--- config.mk ---
export PLATFORM = sky130hd
export DESIGN_NAME = ds_fifo_ctrl
export DESIGN_NICKNAME = d
export VERILOG_FILES = /design/src/rtl/ds_pkg.sv /design/src/rtl/ds_byte_fifo.sv /design/src/rtl/ds_fifo_ctrl.sv
export SDC_FILE = /design/constraint.sdc
export NUM_CORES = 1
export LEC_CHECK = 0
export CORE_ASPECT_RATIO = 0.6
export CORE_UTILIZATION = 32
export CTS_BUF_LIST = sky130_fd_sc_hd__clkbuf_8
export DETAILED_ROUTE_END_ITERATION = 7
export GPL_TIMING_DRIVEN = 1
export SYNTH_ARGS = -nofsm -noshare
export SYNTH_HDL_FRONTEND = slang
export SYNTH_HIERARCHICAL = 1
export SYNTH_SLANG_ARGS = --single-unit
--- constraint.sdc ---
create_clock -name clock -period 4.55 [get_ports clock]
set_input_delay 1.365 -clock clock [delete_from_list [all_inputs] [get_ports clock]]
set_output_delay 1.365 -clock clock [all_outputs]
set_load 0.05 [all_outputs]
--- src/rtl/ds_pkg.sv ---
// Shared types and defaults for the Direct Sound FIFO controller.
package ds_pkg;

   localparam int DS_DEPTH_BYTES  = 32;
   localparam int DS_REFILL_LEVEL = 16;
   localparam int DS_BURST_WORDS  = 4;
   localparam int DS_OUT_SHIFT    = 8;

   typedef logic [23:0] ds_sample_t;

   typedef enum logic [1:0] {
      IDLE,
      REQ,
      BURST
   } ds_dma_state_t;

   // Sign-extend a PCM byte to mixer width, then scale it into mixer range.
   function automatic ds_sample_t ds_expand(input logic [7:0] b, input int shift);
      ds_sample_t ext;
      ext = {{16{b[7]}}, b};
      return ext << shift;
   endfunction

endpackage

--- src/rtl/ds_byte_fifo.sv ---
// Byte FIFO with 32-bit word writes and single-byte reads; clear is synchronous and dominant.
module ds_byte_fifo
   import ds_pkg::*;
#(
   parameter int DEPTH_BYTES = DS_DEPTH_BYTES
) (
   input  logic                           clock,
   input  logic                           reset,
   input  logic                           clear,
   input  logic                           push,
   input  logic [31:0]                    push_data,
   input  logic                           pop,
   output logic [7:0]                     pop_data,
   output logic [$clog2(DEPTH_BYTES):0]   count,
   output logic                           can_push,
   output logic                           not_empty
);

   localparam int AW = $clog2(DEPTH_BYTES);
   localparam int CW = AW + 1;

   logic [7:0]    mem [DEPTH_BYTES];
   logic [AW-1:0] wr_ptr_reg;
   logic [AW-1:0] rd_ptr_reg;
   logic [CW-1:0] count_reg;
   logic [CW-1:0] count_next;
   logic [AW-1:0] lane_addr [4];
   logic          push_ok;
   logic          pop_ok;

   assign can_push  = (count_reg <= CW'(DEPTH_BYTES - 4));
   assign not_empty = (count_reg != '0);
   assign push_ok   = push & can_push & ~clear;
   assign pop_ok    = pop & not_empty & ~clear;
   assign pop_data  = mem[rd_ptr_reg];
   assign count     = count_reg;

   // Byte lane gi of the word lands at wr_ptr+gi; pointers wrap naturally.
   generate
      for (genvar gi = 0; gi < 4; gi++) begin : g_lane
         assign lane_addr[gi] = wr_ptr_reg + AW'(gi);
      end
   endgenerate

   always_ff @(posedge clock) begin
      if (push_ok) begin
         for (int i = 0; i < 4; i++) begin
            mem[lane_addr[i]] <= push_data[8*i +: 8];
         end
      end
   end

   always_comb begin
      count_next = count_reg;
      if (push_ok) count_next = count_next + CW'(4);
      if (pop_ok)  count_next = count_next - CW'(1);
   end

   always_ff @(posedge clock or negedge reset) begin
      if (!reset) begin
         wr_ptr_reg <= '0;
         rd_ptr_reg <= '0;
         count_reg  <= '0;
      end else if (clear) begin
         wr_ptr_reg <= '0;
         rd_ptr_reg <= '0;
         count_reg  <= '0;
      end else begin
         if (push_ok) wr_ptr_reg <= wr_ptr_reg + AW'(4);
         if (pop_ok)  rd_ptr_reg <= rd_ptr_reg + AW'(1);
         count_reg <= count_next;
      end
   end

endmodule

--- src/rtl/ds_fifo_ctrl.sv ---
// Direct Sound channel: timer-driven sample pop, held mixer sample, status pulses and DMA refill sequencing.
module ds_fifo_ctrl
   import ds_pkg::*;
#(
   parameter int DEPTH_BYTES  = DS_DEPTH_BYTES,
   parameter int REFILL_LEVEL = DS_REFILL_LEVEL,
   parameter int BURST_WORDS  = DS_BURST_WORDS,
   parameter int OUT_SHIFT    = DS_OUT_SHIFT
) (
   input  logic                           clock,
   input  logic                           reset,
   input  logic                           timer0_ovf,
   input  logic                           timer1_ovf,
   input  logic                           timer_num,
   input  logic                           fifo_reset,
   input  logic                           wr_en,
   input  logic [31:0]                    wr_data,
   input  logic                           dma_ack,
   output logic                           dma_req,
   output ds_sample_t                     sample_out,
   output logic                           sample_tick,
   output logic [$clog2(DEPTH_BYTES):0]   count,
   output logic                           overflow,
   output logic                           underflow
);

   localparam int CW = $clog2(DEPTH_BYTES) + 1;
   localparam int WW = $clog2(BURST_WORDS) + 1;

   logic          pop;
   logic [7:0]    pop_data;
   logic [CW-1:0] fifo_count;
   logic          can_push;
   logic          not_empty;

   ds_sample_t    sample_reg;
   logic          tick_reg;
   logic          ovf_reg;
   logic          unf_reg;

   ds_dma_state_t state_reg;
   ds_dma_state_t state_next;
   logic [WW-1:0] word_cnt_reg;
   logic [WW-1:0] word_cnt_next;
   logic          dma_req_reg;

   assign pop = timer_num ? timer1_ovf : timer0_ovf;

   ds_byte_fifo #(
      .DEPTH_BYTES (DEPTH_BYTES)
   ) u_fifo (
      .clock     (clock),
      .reset     (reset),
      .clear     (fifo_reset),
      .push      (wr_en),
      .push_data (wr_data),
      .pop       (pop),
      .pop_data  (pop_data),
      .count     (fifo_count),
      .can_push  (can_push),
      .not_empty (not_empty)
   );

   always_ff @(posedge clock or negedge reset) begin
      if (!reset) begin
         sample_reg <= '0;
         tick_reg   <= 1'b0;
         ovf_reg    <= 1'b0;
         unf_reg    <= 1'b0;
      end else begin
         tick_reg <= pop & not_empty & ~fifo_reset;
         ovf_reg  <= wr_en & ~can_push & ~fifo_reset;
         unf_reg  <= pop & ~not_empty & ~fifo_reset;
         if (fifo_reset)
            sample_reg <= '0;
         else if (pop && not_empty)
            sample_reg <= ds_expand(pop_data, OUT_SHIFT);
      end
   end

   // Burst words are counted whether or not the FIFO accepted them.
   always_comb begin
      state_next    = state_reg;
      word_cnt_next = word_cnt_reg;
      if (fifo_reset) begin
         state_next = IDLE;
      end else begin
         case (state_reg)
            IDLE: begin
               if (fifo_count <= CW'(REFILL_LEVEL)) state_next = REQ;
            end
            REQ: begin
               if (dma_ack) begin
                  state_next    = BURST;
                  word_cnt_next = '0;
               end
            end
            BURST: begin
               if (wr_en) begin
                  word_cnt_next = word_cnt_reg + WW'(1);
                  if (word_cnt_reg == WW'(BURST_WORDS - 1)) state_next = IDLE;
               end
            end
            default: state_next = IDLE;
         endcase
      end
   end

   always_ff @(posedge clock or negedge reset) begin
      if (!reset) begin
         state_reg    <= IDLE;
         word_cnt_reg <= '0;
         dma_req_reg  <= 1'b0;
      end else begin
         state_reg    <= state_next;
         word_cnt_reg <= word_cnt_next;
         dma_req_reg  <= (state_next == REQ);
      end
   end

   assign dma_req     = dma_req_reg;
   assign sample_out  = sample_reg;
   assign sample_tick = tick_reg;
   assign overflow    = ovf_reg;
   assign underflow   = unf_reg;
   assign count       = fifo_count;

endmodule

==> flow_summary.ini, run 1 <==
[run_status]
status = complete, no violations

[critical_path]
critPathRequiredTime_ps = 4860
crit_path_start_kind = input port
worst-path-max-fanout = 16
crit_type = input port to register
cp_data_arrival_time_ps = 3750
end_kind = register

[cts]
insertion_delay_ps = 570
cts.sinks = 287
cts_hold_buf = 0
cts_buffer_depth = 3
cts-root-buf = clkbuf_8
cts_setup_buffers = 0
cts.clk_slew.worst_paths_ps = 70
numCtsBuffers = 43
htreeDepth = 2
ctsResizeCount = 0
cts_tree = built

[placement]
post-dp-hpwl_mm = 24.1
placement.io_buffers = 65
dpl_cell_area_um2 = 15500
globalplace.congestion = 0.814

[timing]
rsz0062_at_grt = no
finalHoldViolCount = 0
post-route-min-period_ps = 3450
fmax_ghz = 0.290
fin_skew_ps = 29.6
fin_crit_sh_pct = 75.7
setup_viol = 0
relSlewSlack_pct = 21.8
fin_tns_setup_ps = 0
drv_slew = 0
tightest_slew_ps = 1140

[cells_and_area]
n_fill_cell = 4163
layout.area.seq_um2 = 8470
final_common_cell = edfxtp_1
drive_gt1_share_pct = 19.4
final_cell_mix = edfxtp_1, mux2i_1, a21o_1
antenna_cells = 0
area_delta_synth_final_pct = 15.4
final_cell_area_um2 = 16300
final_nets = 1113
multi_input_area_um2 = 5190
final_util_pct = 37.5
largest_reg_flops = 256

[detailed_routing]
drc = 0
drtIter0Drc = 761
drt_first_pass_iters = 5
via_per_inst = 5.22
wl_per_cell_um = 22.6
ant_nets = 0
routed_wl_mm = 38.0
vias = 8751

[grt]
grt_pass1_vias = 8564
grt_antenna_before_repair = 0
gr-usage-all-layers_pct = 16.8
grt_max_degree = 61
grt_first_pass_wirelength_mm = 56.0
grt_overflow = 0

[yosys]
netlist_area_um2 = 14100
synthArstFlopShare_pct = 10.8
avgSynthCellArea_um2 = 14.2
synth-seq-cells = 287
yosysUniqueCellTypes = 62
synth_warnings = 6
synthCells = 990
synth_edf_count = 256
synth_seq_area_share_pct = 60.0
synthFlopType = edfxtp_1

[pwr]
p_leak_nw = 5.86
p_per_area_nw_per_um2 = 438
vdd_drop_max_v = 0.000213
power.total_mw = 7.13

[worst_hold_path]
hold_path_class = register to register

[floorplan]
start_util_pct = 32.5
die_area_um2 = 44900
io_pins = 74
core_area_um2 = 43400
die_h_um = 165
die_w_um = 273
rows = 59

[flow_run]
drv_cap = 0
where the power goes:
part | switching (mW) | leakage (nW) | internal [mW] | total, mW
Sequential | 0.176 | 2.73 | 3.04 | 3.21
Clock | 1.02 | 0.464 | 0.972 | 2.00
Combinational | 1.17 | 2.67 | 0.748 | 1.92
stage by stage:
step / cells / hold slack, ps / worst slack (ps)
6_report: 1678 / 505 / 1100
5_1_grt: 1678 / 526 / 1020
4_1_cts: 1678 / 505 / 1130
3_5_place_dp: 1599 / 489 / 549
3_3_place_gp: 1599 / 486 / 589
2_1_floorplan: 997 / 481 / 100
logic make-up (layout without fill, tap and decap cells):
logic type / Yosys count / after routing / share of synthesized area [%]
buffers and inverters: 108 / 210 / 4.13
XOR/XNOR: 10 / 10 / 0.621
AND/OR/NAND/NOR: 153 / 153 / 7.07
multiplexers: 225 / 225 / 16.9
flip-flops: 287 / 287 / 60.0
other: 1 / 8 / 0.0266
adder cells (fa/ha/maj): 8 / 8 / 0.710
AO/OA/AOI/OAI: 198 / 198 / 10.5
routing by layer:
metal,GRT usage (%),vias to the layer above,part of all wire (%)
met5,0,-,0
met4,3.38,0,1.2
met3,4.68,43,8.3
met2,23.2,315,41
met1,25.7,4455,49
li1,-,3938,-
cells in the mapped netlist (all sizes together), types with 4 or more instances:
cell type,n,share of area [%]
buf,58,2.8
nand3,27,0.96
nor3b,5,0.43
a21o,97,5.2
nor2,22,0.64
a211oi,9,0.48
mux2,99,7.9
clkbuf,35,0.93
nand2,17,0.51
nor3,4,0.22
a21oi,14,0.60
mux2i,126,9.0
edfxtp,256,55
xor2,7,0.43
dfrtp,31,5.5
nor4bb,5,0.35
nor2b,42,1.9
nand3b,4,0.21
inv,15,0.40
a2111oi,7,0.43
a22oi,41,2.2
ha,8,0.71
a31oi,8,0.35
a22o,15,0.93
path summary, 6_finish.rpt:
kind,cells past startpoint,slack (ps),end,start
worst max-delay path,7,1100,u_fifo/mem[23][5]$_DFFE_PP_,wr_en
worst min-delay path,1,500,sample_out[8]$_DFFE_PN0P_,sample_out[8]$_DFFE_PN0P_
worst max register to register,7,1550,sample_out[13]$_DFFE_PN0P_,u_fifo/rd_ptr_reg[1]$_DFFE_PN0P_
worst min register to register,1,500,sample_out[8]$_DFFE_PN0P_,sample_out[8]$_DFFE_PN0P_
max in group asynchronous,2,2460,state_reg[0]$_DFF_PN0_,reset
min in group asynchronous,1,1320,sample_out[22]$_DFFE_PN0P_,reset
area by class of cell:
| type | count | share of cell area (%) |
|---|---|---|
| clock buffers | 45 | 3.81 |
| clock inverters | 34 | 0.969 |
| inverters | 15 | 0.346 |
| multi-input cells | 602 | 31.9 |
| flip-flops and latches | 287 | 52.0 |
| well taps | 579 | 4.45 |
| repair buffers | 116 | 6.51 |
critical path, cell delays in order:
cell and delay, ps:
clkdlybuf4s50_1 510, or3b_1 440, nor2_4 320, nand2_4 160, nor3b_4 270, buf_4 290, mux2_2 370
(Power assumes the default switching activity.)
==> inputs of run 2 (changes only) <==
==> constraint.sdc (replaced) <==
create_clock -name clock -period 2.93 [get_ports clock]
set_input_delay 0.879 -clock clock [delete_from_list [all_inputs] [get_ports clock]]
set_output_delay 0.879 -clock clock [all_outputs]
set_load 0.05 [all_outputs]
==> flow_summary.ini, run 2 (same netlist as run 1, synthesis figures left out) <==
[detailed_routing]
routed_wl_mm = 38.2
drc = 0
vias = 8950
drtIter0Drc = 895
ant_nets = 0
drt_first_pass_iters = 5
wl_per_cell_um = 22.1
via_per_inst = 5.17

[critical_path]
cp_data_arrival_time_ps = 1950
path_delay_family = buffers and inverters
critPathRequiredTime_ps = 2050
crit_path_start_kind = register
crit_chain = clkdlybuf4s50_1
crit_type = register to primary output
max_stage_delay_ps = 860
crit_buf_inv = 1
end_kind = primary output
worst-path-max-fanout = 10
crit_slowest_cell = clkdlybuf4s50_1

[cts]
insertion_delay_ps = 590
cts.clk_slew.worst_paths_ps = 70
cts.sinks = 287
numCtsBuffers = 43
ctsResizeCount = 0
cts-root-buf = clkbuf_8
cts_buffer_depth = 3
htreeDepth = 2
cts_hold_buf = 0
cts_setup_buffers = 0
cts_tree = built

[floorplan]
rows = 59
core_area_um2 = 43400
start_util_pct = 32.5
die_h_um = 165
io_pins = 74
die_area_um2 = 44900
die_w_um = 273

[cells_and_area]
final_cell_mix = edfxtp_1, mux2i_1, a21o_1
area_delta_synth_final_pct = 20.4
largest_reg_flops = 256
final_cell_count_no_fill = 1730
final_common_cell = edfxtp_1
antenna_cells = 0
n_fill_cell = 4032
drive_gt1_share_pct = 23.6
final_nets = 1169

[grt]
top_usage_layer = met1
grt_antenna_before_repair = 1
grt_first_pass_wirelength_mm = 56.4
use_met1_pct = 26.6
grt_max_degree = 43
grtUsageMet3_pct = 3.69
grt_overflow = 0
gr-usage-all-layers_pct = 17.0
grt_use_met2_pct = 23.1
grt_pass1_vias = 8662

[timing]
tightest_slew_ps = 851
relSlewSlack_pct = 41.8
post-route-min-period_ps = 2830
finalHoldViolCount = 0
setup_viol = 0
fmax_ghz = 0.353
fin_crit_sh_pct = 96.7
rsz0062_at_grt = no
fin_skew_ps = 28.6
drv_slew = 0

[pwr]
power.total_mw = 11.4
p_leak_nw = 6.20
p_per_area_nw_per_um2 = 671
vdd_drop_max_v = 0.000314

[run_status]
status = complete, no violations

[placement]
globalplace.congestion = 0.780
placedCellCount = 1655
placement.io_buffers = 65
post-dp-hpwl_mm = 25.4

[worst_hold_path]
hold_path_class = register to register

[flow_run]
drv_cap = 0
## run 2: cell types whose count changed in the layout (fill, tap and decap cells not counted), sizes merged
cell      delta
buf         +56
bufinv       +2
clkinvlp     +3
clkbuf       -2
clkinv       -2
inv          -5
## run 2: routing by layer
layer	vias up	wire (um)
met1	4538	19500
met2	295	15400
met3	59	2630
met5	-	0
li1	4058	-
met4	0	691
## run 2: final cells by class
class | count | area (um2) | area share (%)
sequential | 287 | 8470 | 49.9
multi-input combinational | 602 | 5210 | 30.7
timing repair buffer | 172 | 1720 | 10.1
tap | 579 | 724 | 4.27
clock buffer | 43 | 592 | 3.49
clock inverter | 32 | 215 | 1.27
inverter | 15 | 56.3 | 0.332
## run 2: per-stage QoR
stage	setup TNS (ps)	hold slack (ps)	area (um2)	utilization, %	setup WS [ps]
6_report	0	505	17000	39.1	96.9
5_1_grt	0	527	17000	39.1	8.82
4_1_cts	0	509	17000	39.1	68.2
3_5_place_dp	-45270	493	16200	37.3	-242
3_3_place_gp	-41340	488	16200	37.3	-222
2_1_floorplan	-385	481	14200	-	-20.5
## run 2: power by group
part | switching [mW] | internal, mW | leakage (nW)
combinational | 1.95 | 1.29 | 3.02
sequential | 0.187 | 4.71 | 2.73
clock | 1.62 | 1.63 | 0.451
total | 3.76 | 7.63 | 6.20
## run 2: worst paths after layout
kind	endpoint	slack, ps	start	cells past startpoint
setup / recovery	count[5]	100	u_fifo/count[5]$_DFF_PN0_	1
hold / removal	sample_out[8]$_DFFE_PN0P_	510	sample_out[8]$_DFFE_PN0P_	1
setup reg to reg	sample_out[9]$_DFFE_PN0P_	370	u_fifo/rd_ptr_reg[2]$_DFFE_PN0P_	8
hold reg to reg	sample_out[8]$_DFFE_PN0P_	510	sample_out[8]$_DFFE_PN0P_	1
max in group asynchronous	u_fifo/rd_ptr_reg[1]$_DFFE_PN0P_	1880	reset	2
min in group asynchronous	sample_out[14]$_DFFE_PN0P_	710	reset	2
